===== config.mk =====
export PLATFORM = sky130hd
export DESIGN_NAME = i2c_host_buf
export DESIGN_NICKNAME = d
export VERILOG_FILES = /design/src/rtl/i2c_host_buf.sv
export SDC_FILE = /design/constraint.sdc
export NUM_CORES = 1
export LEC_CHECK = 0
export ABC_AREA = 1
export CAP_MARGIN = 15
export CORE_MARGIN = 8
export CORE_UTILIZATION = 63
export CTS_CLUSTER_SIZE = 8
export DETAILED_ROUTE_END_ITERATION = 10
export PLACE_DENSITY = 0.95
export SYNTH_ARGS = -nofsm -noshare
export SYNTH_HDL_FRONTEND = slang
export SYNTH_SLANG_ARGS = --single-unit

===== constraint.sdc =====
create_clock -name clk -period 3.85 [get_ports clk]
set_input_delay 0.77 -clock clk [delete_from_list [all_inputs] [get_ports clk]]
set_output_delay 0.77 -clock clk [all_outputs]
set_load 0.01 [all_outputs]

===== src/rtl/i2c_host_buf.sv =====
// Host-side front end for an I2C master: one transaction descriptor, a TX FIFO feeding the
// master's data_in and an RX FIFO capturing received bytes, with status and sticky errors.
module i2c_host_buf #(
  parameter int unsigned DEPTH = 16,
  parameter int unsigned AW    = 4
) (
  input  logic          clk,
  input  logic          rst,
  input  logic          host_wr_en,
  input  logic [7:0]    host_wr_data,
  input  logic          host_rd_en,
  output logic [7:0]    host_rd_data,
  input  logic [7:0]    cmd_addr_rw,
  input  logic [7:0]    cmd_len,
  input  logic          cmd_go,
  output logic          cmd_err,
  output logic          busy,
  output logic          done,
  output logic          short_xfer,
  output logic [AW:0]   tx_level,
  output logic [AW:0]   rx_level,
  output logic          tx_full,
  output logic          tx_empty,
  output logic          rx_full,
  output logic          rx_empty,
  output logic [2:0]    err_flags,
  input  logic          err_clr,
  output logic          i_ready,
  output logic [7:0]    data_addr_rw,
  output logic [7:0]    data_cnt,
  output logic [7:0]    data_in,
  input  logic          i_txff_rd,
  input  logic          i_rxff_wr,
  input  logic [7:0]    data_out,
  input  logic          i2c_done
);

  typedef enum logic [1:0] {StIdle, StReq, StWaitDone, StFin} state_e;

  localparam logic [AW:0] LvlFull = (AW + 1)'(DEPTH);

  state_e          state_q, state_d;
  logic [7:0]      tx_mem [DEPTH];
  logic [7:0]      rx_mem [DEPTH];
  logic [AW-1:0]   tx_wptr_q, tx_wptr_d, tx_rptr_q, tx_rptr_d;
  logic [AW-1:0]   rx_wptr_q, rx_wptr_d, rx_rptr_q, rx_rptr_d;
  logic [AW:0]     tx_lvl_q, tx_lvl_d, rx_lvl_q, rx_lvl_d;
  logic [7:0]      addr_rw_q, addr_rw_d, cnt_q, cnt_d, xfer_q, xfer_d;
  logic            short_q, short_d, cmd_err_q, cmd_err_d;
  logic [2:0]      err_q, err_d, err_new;
  logic            tx_pop_req, tx_pop, tx_push, rx_pop, rx_push;
  logic            go_ok, fin_short;

  assign tx_full  = (tx_lvl_q == LvlFull);
  assign tx_empty = (tx_lvl_q == '0);
  assign rx_full  = (rx_lvl_q == LvlFull);
  assign rx_empty = (rx_lvl_q == '0);
  assign tx_level = tx_lvl_q;
  assign rx_level = rx_lvl_q;

  // A read transaction still strobes i_txff_rd once; it must not consume TX data.
  assign tx_pop_req = i_txff_rd && !addr_rw_q[0];
  assign tx_pop     = tx_pop_req && !tx_empty;
  assign tx_push    = host_wr_en && (!tx_full || tx_pop);
  assign rx_pop     = host_rd_en && !rx_empty;
  assign rx_push    = i_rxff_wr && (!rx_full || rx_pop);
  assign err_new    = {i_rxff_wr && !rx_push, tx_pop_req && tx_empty, host_wr_en && !tx_push};

  assign data_in      = tx_empty ? 8'h00 : tx_mem[tx_rptr_q];
  assign host_rd_data = rx_empty ? 8'h00 : rx_mem[rx_rptr_q];

  always_comb begin
    tx_wptr_d = tx_wptr_q + AW'(tx_push);
    tx_rptr_d = tx_rptr_q + AW'(tx_pop);
    rx_wptr_d = rx_wptr_q + AW'(rx_push);
    rx_rptr_d = rx_rptr_q + AW'(rx_pop);
    tx_lvl_d  = tx_lvl_q;
    rx_lvl_d  = rx_lvl_q;
    case ({tx_push, tx_pop})
      2'b10:   tx_lvl_d = tx_lvl_q + 1'b1;
      2'b01:   tx_lvl_d = tx_lvl_q - 1'b1;
      default: tx_lvl_d = tx_lvl_q;
    endcase
    case ({rx_push, rx_pop})
      2'b10:   rx_lvl_d = rx_lvl_q + 1'b1;
      2'b01:   rx_lvl_d = rx_lvl_q - 1'b1;
      default: rx_lvl_d = rx_lvl_q;
    endcase
    err_d = err_clr ? 3'b000 : (err_q | err_new);
  end

  always_ff @(posedge clk) begin
    if (tx_push) tx_mem[tx_wptr_q] <= host_wr_data;
    if (rx_push) rx_mem[rx_wptr_q] <= data_out;
  end

  assign go_ok = (cmd_len != 8'd0) &&
                 (cmd_addr_rw[0] || (32'(tx_lvl_q) >= 32'(cmd_len)));
  assign fin_short = (xfer_q != (cnt_q + 8'd1));

  always_comb begin
    state_d   = state_q;
    addr_rw_d = addr_rw_q;
    cnt_d     = cnt_q;
    short_d   = short_q;
    cmd_err_d = 1'b0;
    xfer_d    = xfer_q + 8'(addr_rw_q[0] ? i_rxff_wr : tx_pop);
    case (state_q)
      StIdle: begin
        if (cmd_go) begin
          if (go_ok) begin
            addr_rw_d = cmd_addr_rw;
            cnt_d     = cmd_len - 8'd1;
            xfer_d    = 8'd0;
            short_d   = 1'b0;
            state_d   = StReq;
          end else begin
            cmd_err_d = 1'b1;
          end
        end
      end
      StReq: begin
        if (i2c_done)       state_d = StFin;
        else if (i_txff_rd) state_d = StWaitDone;
      end
      StWaitDone: begin
        if (i2c_done) state_d = StFin;
      end
      StFin: begin
        short_d = fin_short;
        state_d = StIdle;
      end
      default: state_d = StIdle;
    endcase
  end

  assign i_ready      = (state_q == StReq);
  assign busy         = (state_q == StReq) || (state_q == StWaitDone);
  assign done         = (state_q == StFin);
  // Expose the outcome during the done pulse as well as afterwards.
  assign short_xfer   = (state_q == StFin) ? fin_short : short_q;
  assign cmd_err      = cmd_err_q;
  assign err_flags    = err_q;
  assign data_addr_rw = addr_rw_q;
  assign data_cnt     = cnt_q;

  always_ff @(posedge clk or negedge rst) begin
    if (!rst) begin
      state_q   <= StIdle;
      tx_wptr_q <= '0;
      tx_rptr_q <= '0;
      rx_wptr_q <= '0;
      rx_rptr_q <= '0;
      tx_lvl_q  <= '0;
      rx_lvl_q  <= '0;
      addr_rw_q <= 8'd0;
      cnt_q     <= 8'd0;
      xfer_q    <= 8'd0;
      short_q   <= 1'b0;
      cmd_err_q <= 1'b0;
      err_q     <= 3'b000;
    end else begin
      state_q   <= state_d;
      tx_wptr_q <= tx_wptr_d;
      tx_rptr_q <= tx_rptr_d;
      rx_wptr_q <= rx_wptr_d;
      rx_rptr_q <= rx_rptr_d;
      tx_lvl_q  <= tx_lvl_d;
      rx_lvl_q  <= rx_lvl_d;
      addr_rw_q <= addr_rw_d;
      cnt_q     <= cnt_d;
      xfer_q    <= xfer_d;
      short_q   <= short_d;
      cmd_err_q <= cmd_err_d;
      err_q     <= err_d;
    end
  end

endmodule


==> results.md, run 1 <==
- Post-route ant nets: 0
- Startpoint Class: register
- Reg-to-Reg Start: tx_level[4]$_DFFE_PN0P_
- HP Class: primary input to asynchronous set/reset pin
- Maximum clock rate: 0.2686 GHz
- WP data required: 3.08 ns
- R2R Setup Slk: 1.37 ns
- Critical path destination: data_in[4]
- Synth area leaders: edfxtp_1 56%, dfrtp_1 10%, nand2_1 6.7%
- Die area: 0.02674 mm2
- Antenna cells: 0
- Area Growth Syn to Fin: 17.86%
- Max Fanout on Critical Path: 56
- IO buf count: 94
- Routability cong.: 0.8489
- Ys flop type: edfxtp_1
- CP endpoint kind: output port
- Worst Reg-to-Reg Cells: 13
- Worst-Margin Slew: 0.9816 ns
- Root Driver: clkbuf_16
- Gate Count Post-Synth: 1190
- CTS clock-pin slew for the worst setup and hold paths: 0.05 ns
- Die Y: 163.5 um
- Share of cells above drive strength 1: 7.889%
- Reg2reg end: tx_level[4]$_DFFE_PN0P_
- Remaining DRCs: 0
- Pwr dens: 806.2 mW/mm2
- Final nets: 1374
- Setup TNS Final: 0 ns
- First-pass GRT wire length: 53840 um
- Slew HR: 34.32%
- Worst Setup SP: tx_rptr_q[0]$_DFF_PN0_
- # IOs: 95
- Total core area: 0.02162 mm2
- Tmin final: 3.724 ns
- # Max-Cap Violations: 0
- Placed wire-length estimate: 20970 um
- Total gr overflow: 0
- Die W: 163.5 um
- Tot GR Track Use: 25.84%
- Largest net degree at the start of global routing: 57
- TritonCTS clock tree: yes
- Most common cell on crit path: nand2_1
- WL per Instance: 21.50 um
- Post-synth ARST share: 18.21%
- Synth area leader: edfxtp_1
- Worst skew pair latency: 0.55 ns
- DRT Pass-1 Iters: 6
- Data arrival time of the worst path: 2.95 ns
- Levels on crit path: 9
- Initial DRC Count: 1006
- Vias in the first global route: 10118
- CP cell instances: inv_1 -> buf_4 -> o21ai_0 -> o22ai_1 -> nand2_1 -> nand2_1 -> nand2_1 -> nor2_1 -> clkdlybuf4s50_1
- Synth Warn #: 0
- Number of synthesized flops with an enable pin: 256
- Sequential share of the synthesized area: 66.47%
- Synth cell types: 38
- Final setup viols: 0
- Final worst-path cycle share: 96.72%
- Outcome: finished, final reports clean
- Setup Fix Bufs, Post-CTS: 0
- Sink Count: 313
- RSZ-0062 raised after global routing: no
- Vias: 9951
- Final wirelength: 34640 um
- Buf/Inv on CP: 3
- Starting Density: 63.41%
- Leak: 0.006292 uW
- WHS: 0.3201 ns
- Post-synth top area share: 56.07%
- Largest stage delay, worst path: 0.57 ns
- CTS HTree Levels: 2
- Critical path's top delay family: buffers and inverters
- CTS hold repair buffers: 0
- Slew Limit Fails: 0
- Seq cells post-synth: 313
- CTS Buffer Depth: 3
- Vias/cell: 6.177
- Final Skew: 0.02606 ns
- Slowest CP cell: clkdlybuf4s50_1
- Row count: 54
- Peak supply drop: 0.7075 mV
- Mean post-synth cell area: 11.52 um2
- Mapped Area: 0.01371 mm2
- Initial antenna violation count: 0
- CTS Buf Count: 45
- Post-Syn Nets: 1262
- Setup CP Type: register to output port
- Final Hold Fails: 0
-- cells in the final DEF (no fill, tap or decap), types with 10 or more instances in the layout --
cell and n:
edfxtp_1 256, nand2_1 245, nor2_1 150, o21ai_0 96, clkdlybuf4s50_1 93, inv_1 68, dfrtp_1 54, a21oi_1 45
clkbuf_16 45, o22ai_1 32, nand3_1 31, ha_1 29, clkbuf_1 27, xor2_1 24, mux2i_1 16, a21boi_0 16
a211oi_1 16, buf_4 10
-- power by group --
group	total (uW)	internal [uW]	switching, uW	leakage, uW
Sequential	4700	4230	469	0.00301
Combinational	4710	1760	2960	0.00266
Clock	3610	2180	1430	0.000619
Total	13000	8170	4860	0.00629
-- area by class of cell --
class	count	area [um2]
tap	280	350.3
clock buffer	72	1227
multi-input combinational	761	4063
timing repair buffer	106	1042
sequential	313	9117
clock inverter	4	75.07
fill	1259	5461
inverter	75	284.0
-- repair_timing --
action	in CTS	in global routing
endpoints found under the hold margin	0	0
gates resized for setup	0	4
endpoints found under the setup margin	0	11
-- worst min path at each step --
stage | slack (ns) | from | to | depth (start not counted)
after floorplan | 0.47 | rst | cmd_err$_DFF_PN0_ | 0
after global placement | 0.46 | data_addr_rw[7]$_DFFE_PN0P_ | data_addr_rw[7]$_DFFE_PN0P_ | 2
after detailed placement | 0.47 | data_addr_rw[6]$_DFFE_PN0P_ | data_addr_rw[6]$_DFFE_PN0P_ | 2
after CTS | 0.34 | rst | rx_level[4]$_DFFE_PN0P_ | 1
after global routing | 0.38 | rst | data_addr_rw[4]$_DFFE_PN0P_ | 1
final | 0.32 | rst | err_flags[2]$_DFF_PN0_ | 1
-- cells in the mapped netlist, types with 7 or more instances --
master,number
nand2_1,246
buf_2,21
buf_4,8
a21oi_1,45
o21ai_2,7
o21ai_0,96
dfrtp_1,57
edfxtp_1,256
nand3_1,31
nand4_1,7
nor2_1,150
mux2i_1,16
a21boi_0,16
o22ai_1,32
ha_1,29
xor2_1,24
a211oi_1,16
inv_1,68
-- logic make-up (layout without fill, tap and decap cells) --
| family | Yosys count | in the layout | share of synthesized area, % |
|---|---|---|---|
| buffers and inverters | 116 | 257 | 3.951 |
| flip-flops | 313 | 313 | 66.47 |
| AND/OR/NAND/NOR | 463 | 463 | 14.31 |
| AO/OA/AOI/OAI | 221 | 221 | 9.244 |
| adder cells (fa/ha/maj) | 31 | 31 | 2.939 |
| XOR/XNOR | 30 | 30 | 1.916 |
| multiplexers | 16 | 16 | 1.168 |
-- worst register-to-register path, stage by stage, from the launching register on --
cell,delay [ns]
dfrtp_1,0.49
inv_1,0.16
nand4_4,0.23
nand2_4,0.11
nor2_4,0.17
inv_2,0.09
fa_1,0.41
inv_1,0.08
a21oi_1,0.06
o21bai_1,0.17
o21bai_1,0.16
nand3_1,0.10
nand2_1,0.08
nand2_1,0.06
-- flip-flops by register name, summed over array words and instances, names as in the netlist, 2 cells and up --
signal / flops
data_addr_rw: 8
rx_wptr_q: 4
xfer_q: 8
data_cnt: 8
tx_wptr_q: 4
tx_level: 5
state_q: 2
tx_mem: 128
rx_mem: 128
rx_level: 5
rx_rptr_q: 4
tx_rptr_q: 4
err_flags: 3
-- through the flow --
step / area, um2 / utilization [%] / cells / worst slack, ns / power (uW)
2_1_floorplan: 13710 / - / 1190 / 1.528 / 7491
4_1_cts: 16150 / 74.68 / 1611 / 0.05114 / 12950
5_1_grt: 16160 / 74.74 / 1611 / 0.03924 / 13640
3_5_place_dp: 14840 / 68.66 / 1535 / 0.7088 / 9228
6_report: 16160 / 74.74 / 1611 / 0.1264 / 13030
3_3_place_gp: 14840 / 68.66 / 1535 / 0.7894 / 8992
-- per-layer routing --
layer / part of all wire [%] / global-route usage (%)
met1: 36 / 30.83
met2: 50 / 43.99
met3: 9.4 / 4.864
met4: 4.6 / 13.72
met5: 0 / 0
Power figures use the tool's default switching activity.
==> inputs of run 2 (changes only) <==
- CORE_UTILIZATION: 63 -> 65
- CTS_BUF_LIST: not set -> sky130_fd_sc_hd__clkbuf_4 sky130_fd_sc_hd__clkbuf_8
- CTS_CLUSTER_SIZE: 8 -> 30
- SKIP_LAST_GASP: not set -> 1
==> run 2 against run 1 <==
  * Flip-flop and latch count is the same
  * Highest routed layer unchanged
  * Clock-buffer cell count shrank 9
  * Global-route usage grew 0.68 points
  * Hold slack gained 0.012 ns
  * Maximum frequency shrank 2.6%
  * Critical path depth is the same
  * Design area shrank 1.8%
  * Critical endpoint is now data_in[0]
  * Sequential power is essentially flat
  * Critical path type unchanged
  * Utilization grew 1.3 points
==> results.md, run 2 (synthesized netlist as in run 1, its figures left out) <==
- Outcome: finished, final reports clean
- Remaining DRCs: 0
- Vias: 10074
- CTS HTree Levels: 2
- Finished Layout Cells: 1623
- Setup TNS Final: 0 ns
- HP Class: primary input to asynchronous set/reset pin
- Critical path's top delay family: buffers and inverters
- Startpoint Class: register
- Antenna cells: 0
- Met3 usage: 5.269%
- Largest stage delay, worst path: 0.60 ns
- Reg2reg end: tx_level[4]$_DFFE_PN0P_
- Levels on crit path: 9
- R2R Setup Slk: 1.36 ns
- Met2 usage: 45.87%
- Total gr overflow: 0
- Slew Limit Fails: 0
- Final worst-path cycle share: 99.26%
- Final instance area: 0.01588 mm2
- Buf/Inv on CP: 3
- Area Growth Syn to Fin: 15.79%
- Final nets: 1384
- Die W: 161.2 um
- IO buf count: 94
- Die Y: 161.2 um
- Peak supply drop: 0.6575 mV
- WL per Instance: 21.62 um
- Starting Density: 65.64%
- Post-route ant nets: 0
- Pwr dens: 777.3 mW/mm2
- Post_cts resized: 0
- Row count: 53
- Top Registers: rx_mem: 128 flops, tx_mem: 128 flops
- Setup CP Type: register to output port
- Reg-to-Reg Start: tx_level[1]$_DFFE_PN0P_
- Worst skew pair latency: 0.58 ns
- Placed wire-length estimate: 21610 um
- Final setup viols: 0
- Total core area: 0.02089 mm2
- Initial antenna violation count: 0
- TritonCTS clock tree: yes
- Final Hold Fails: 0
- # IOs: 95
- Grt met1 use: 31.27%
- Routability cong.: 0.9020
- Vias/cell: 6.207
- Initial DRC Count: 1389
- CTS hold repair buffers: 0
- Vias in the first global route: 10209
- Die area: 0.02600 mm2
- Placed cell areas: 0.01490 mm2
- Maximum clock rate: 0.2617 GHz
- Most common cell on crit path: nand2_1
- Root Driver: clkbuf_8
- Grt peak-use layer: met2
- Share of cells above drive strength 1: 10.01%
- Post-Place Cells: 1538
- CTS Buffer Depth: 3
- First-pass GRT wire length: 54590 um
- Final Skew: 0.03788 ns
- CTS clock-pin slew for the worst setup and hold paths: 0.07 ns
- WP data required: 3.08 ns
- Final wirelength: 35090 um
- Max Fanout on Critical Path: 46
- Tmin final: 3.821 ns
- Tot GR Track Use: 26.53%
- Slew HR: 38.16%
- CP endpoint kind: output port
- Setup Fix Bufs, Post-CTS: 0
- Fillers: 1154
- Total power draw: 12340 uW
- Leak: 0.006220 uW
- Data arrival time of the worst path: 3.05 ns
- Worst-Margin Slew: 0.9276 ns
- Commonest non-fill, non-tap cell in the layout: edfxtp_1
- DRT Pass-1 Iters: 6
- Sink Count: 313
- # Max-Cap Violations: 0
- Slowest CP cell: clkdlybuf4s50_1
- Largest net degree at the start of global routing: 47
- RSZ-0062 raised after global routing: no
- CP cell instances: inv_1 -> buf_12 -> o21ai_0 -> o22ai_1 -> nand2_1 -> nand2_1 -> nand2_1 -> nor2_1 -> clkdlybuf4s50_1
- CTS Buf Count: 47
- Most frequent cells in the layout: 256 x edfxtp_1, 246 x nand2_1, 150 x nor2_1, 96 x o21ai_0, 93 x clkdlybuf4s50_1
- Worst Reg-to-Reg Cells: 13
run 2: stage by stage:
| step | hold WS, ns | utilization [%] | setup slack (ns) |
|---|---|---|---|
| 2_1_floorplan | 0.4744 | - | 1.528 |
| 3_3_place_gp | 0.4642 | 71.32 | 0.8628 |
| 3_5_place_dp | 0.4800 | 71.32 | 0.7567 |
| 4_1_cts | 0.3368 | 76.00 | 0.07707 |
| 5_1_grt | 0.3924 | 76.00 | 0.001259 |
| 6_report | 0.3326 | 76.00 | 0.02859 |
run 2: layer usage:
layer | wire (um) | vias to the layer above
li1 | - | 4382
met1 | 12330 | 4789
met2 | 17800 | 743
met3 | 3496 | 160
met4 | 1460 | 0
met5 | 0 | -
run 2: where the power goes:
group          internal [uW]  leakage [uW]  switching [uW]  total, uW
Combinational           1780       0.00270            3000       4790
Sequential              4230       0.00301             457       4680
Clock                   1570      0.000511            1300       2870
Total                   7580       0.00622            4760      12300
run 2: layout make-up:
cell class                 instances  area (um2)  share of cell area, %
sequential                       313        9116                  57.42
multi-input combinational        761        4055                  25.54
timing repair buffer             114        1099                  6.920
clock buffer                      63       767.0                  4.831
tap                              275       344.1                  2.167
inverter                          75       284.0                  1.789
clock inverter                    22       210.2                  1.324
run 2: worst max-delay path by stage:
stage / startpoint / endpoint / slack [ns]
2_1_floorplan: i_txff_rd / tx_level[4]$_DFFE_PN0P_ / 1.53
3_3_place_gp: i_txff_rd / tx_level[4]$_DFFE_PN0P_ / 0.86
3_5_place_dp: i_txff_rd / tx_level[4]$_DFFE_PN0P_ / 0.76
4_1_cts: tx_rptr_q[0]$_DFF_PN0_ / data_in[0] / 0.08
5_1_grt: tx_rptr_q[0]$_DFF_PN0_ / data_in[0] / 0.001
6_report: tx_rptr_q[0]$_DFF_PN0_ / data_in[0] / 0.03
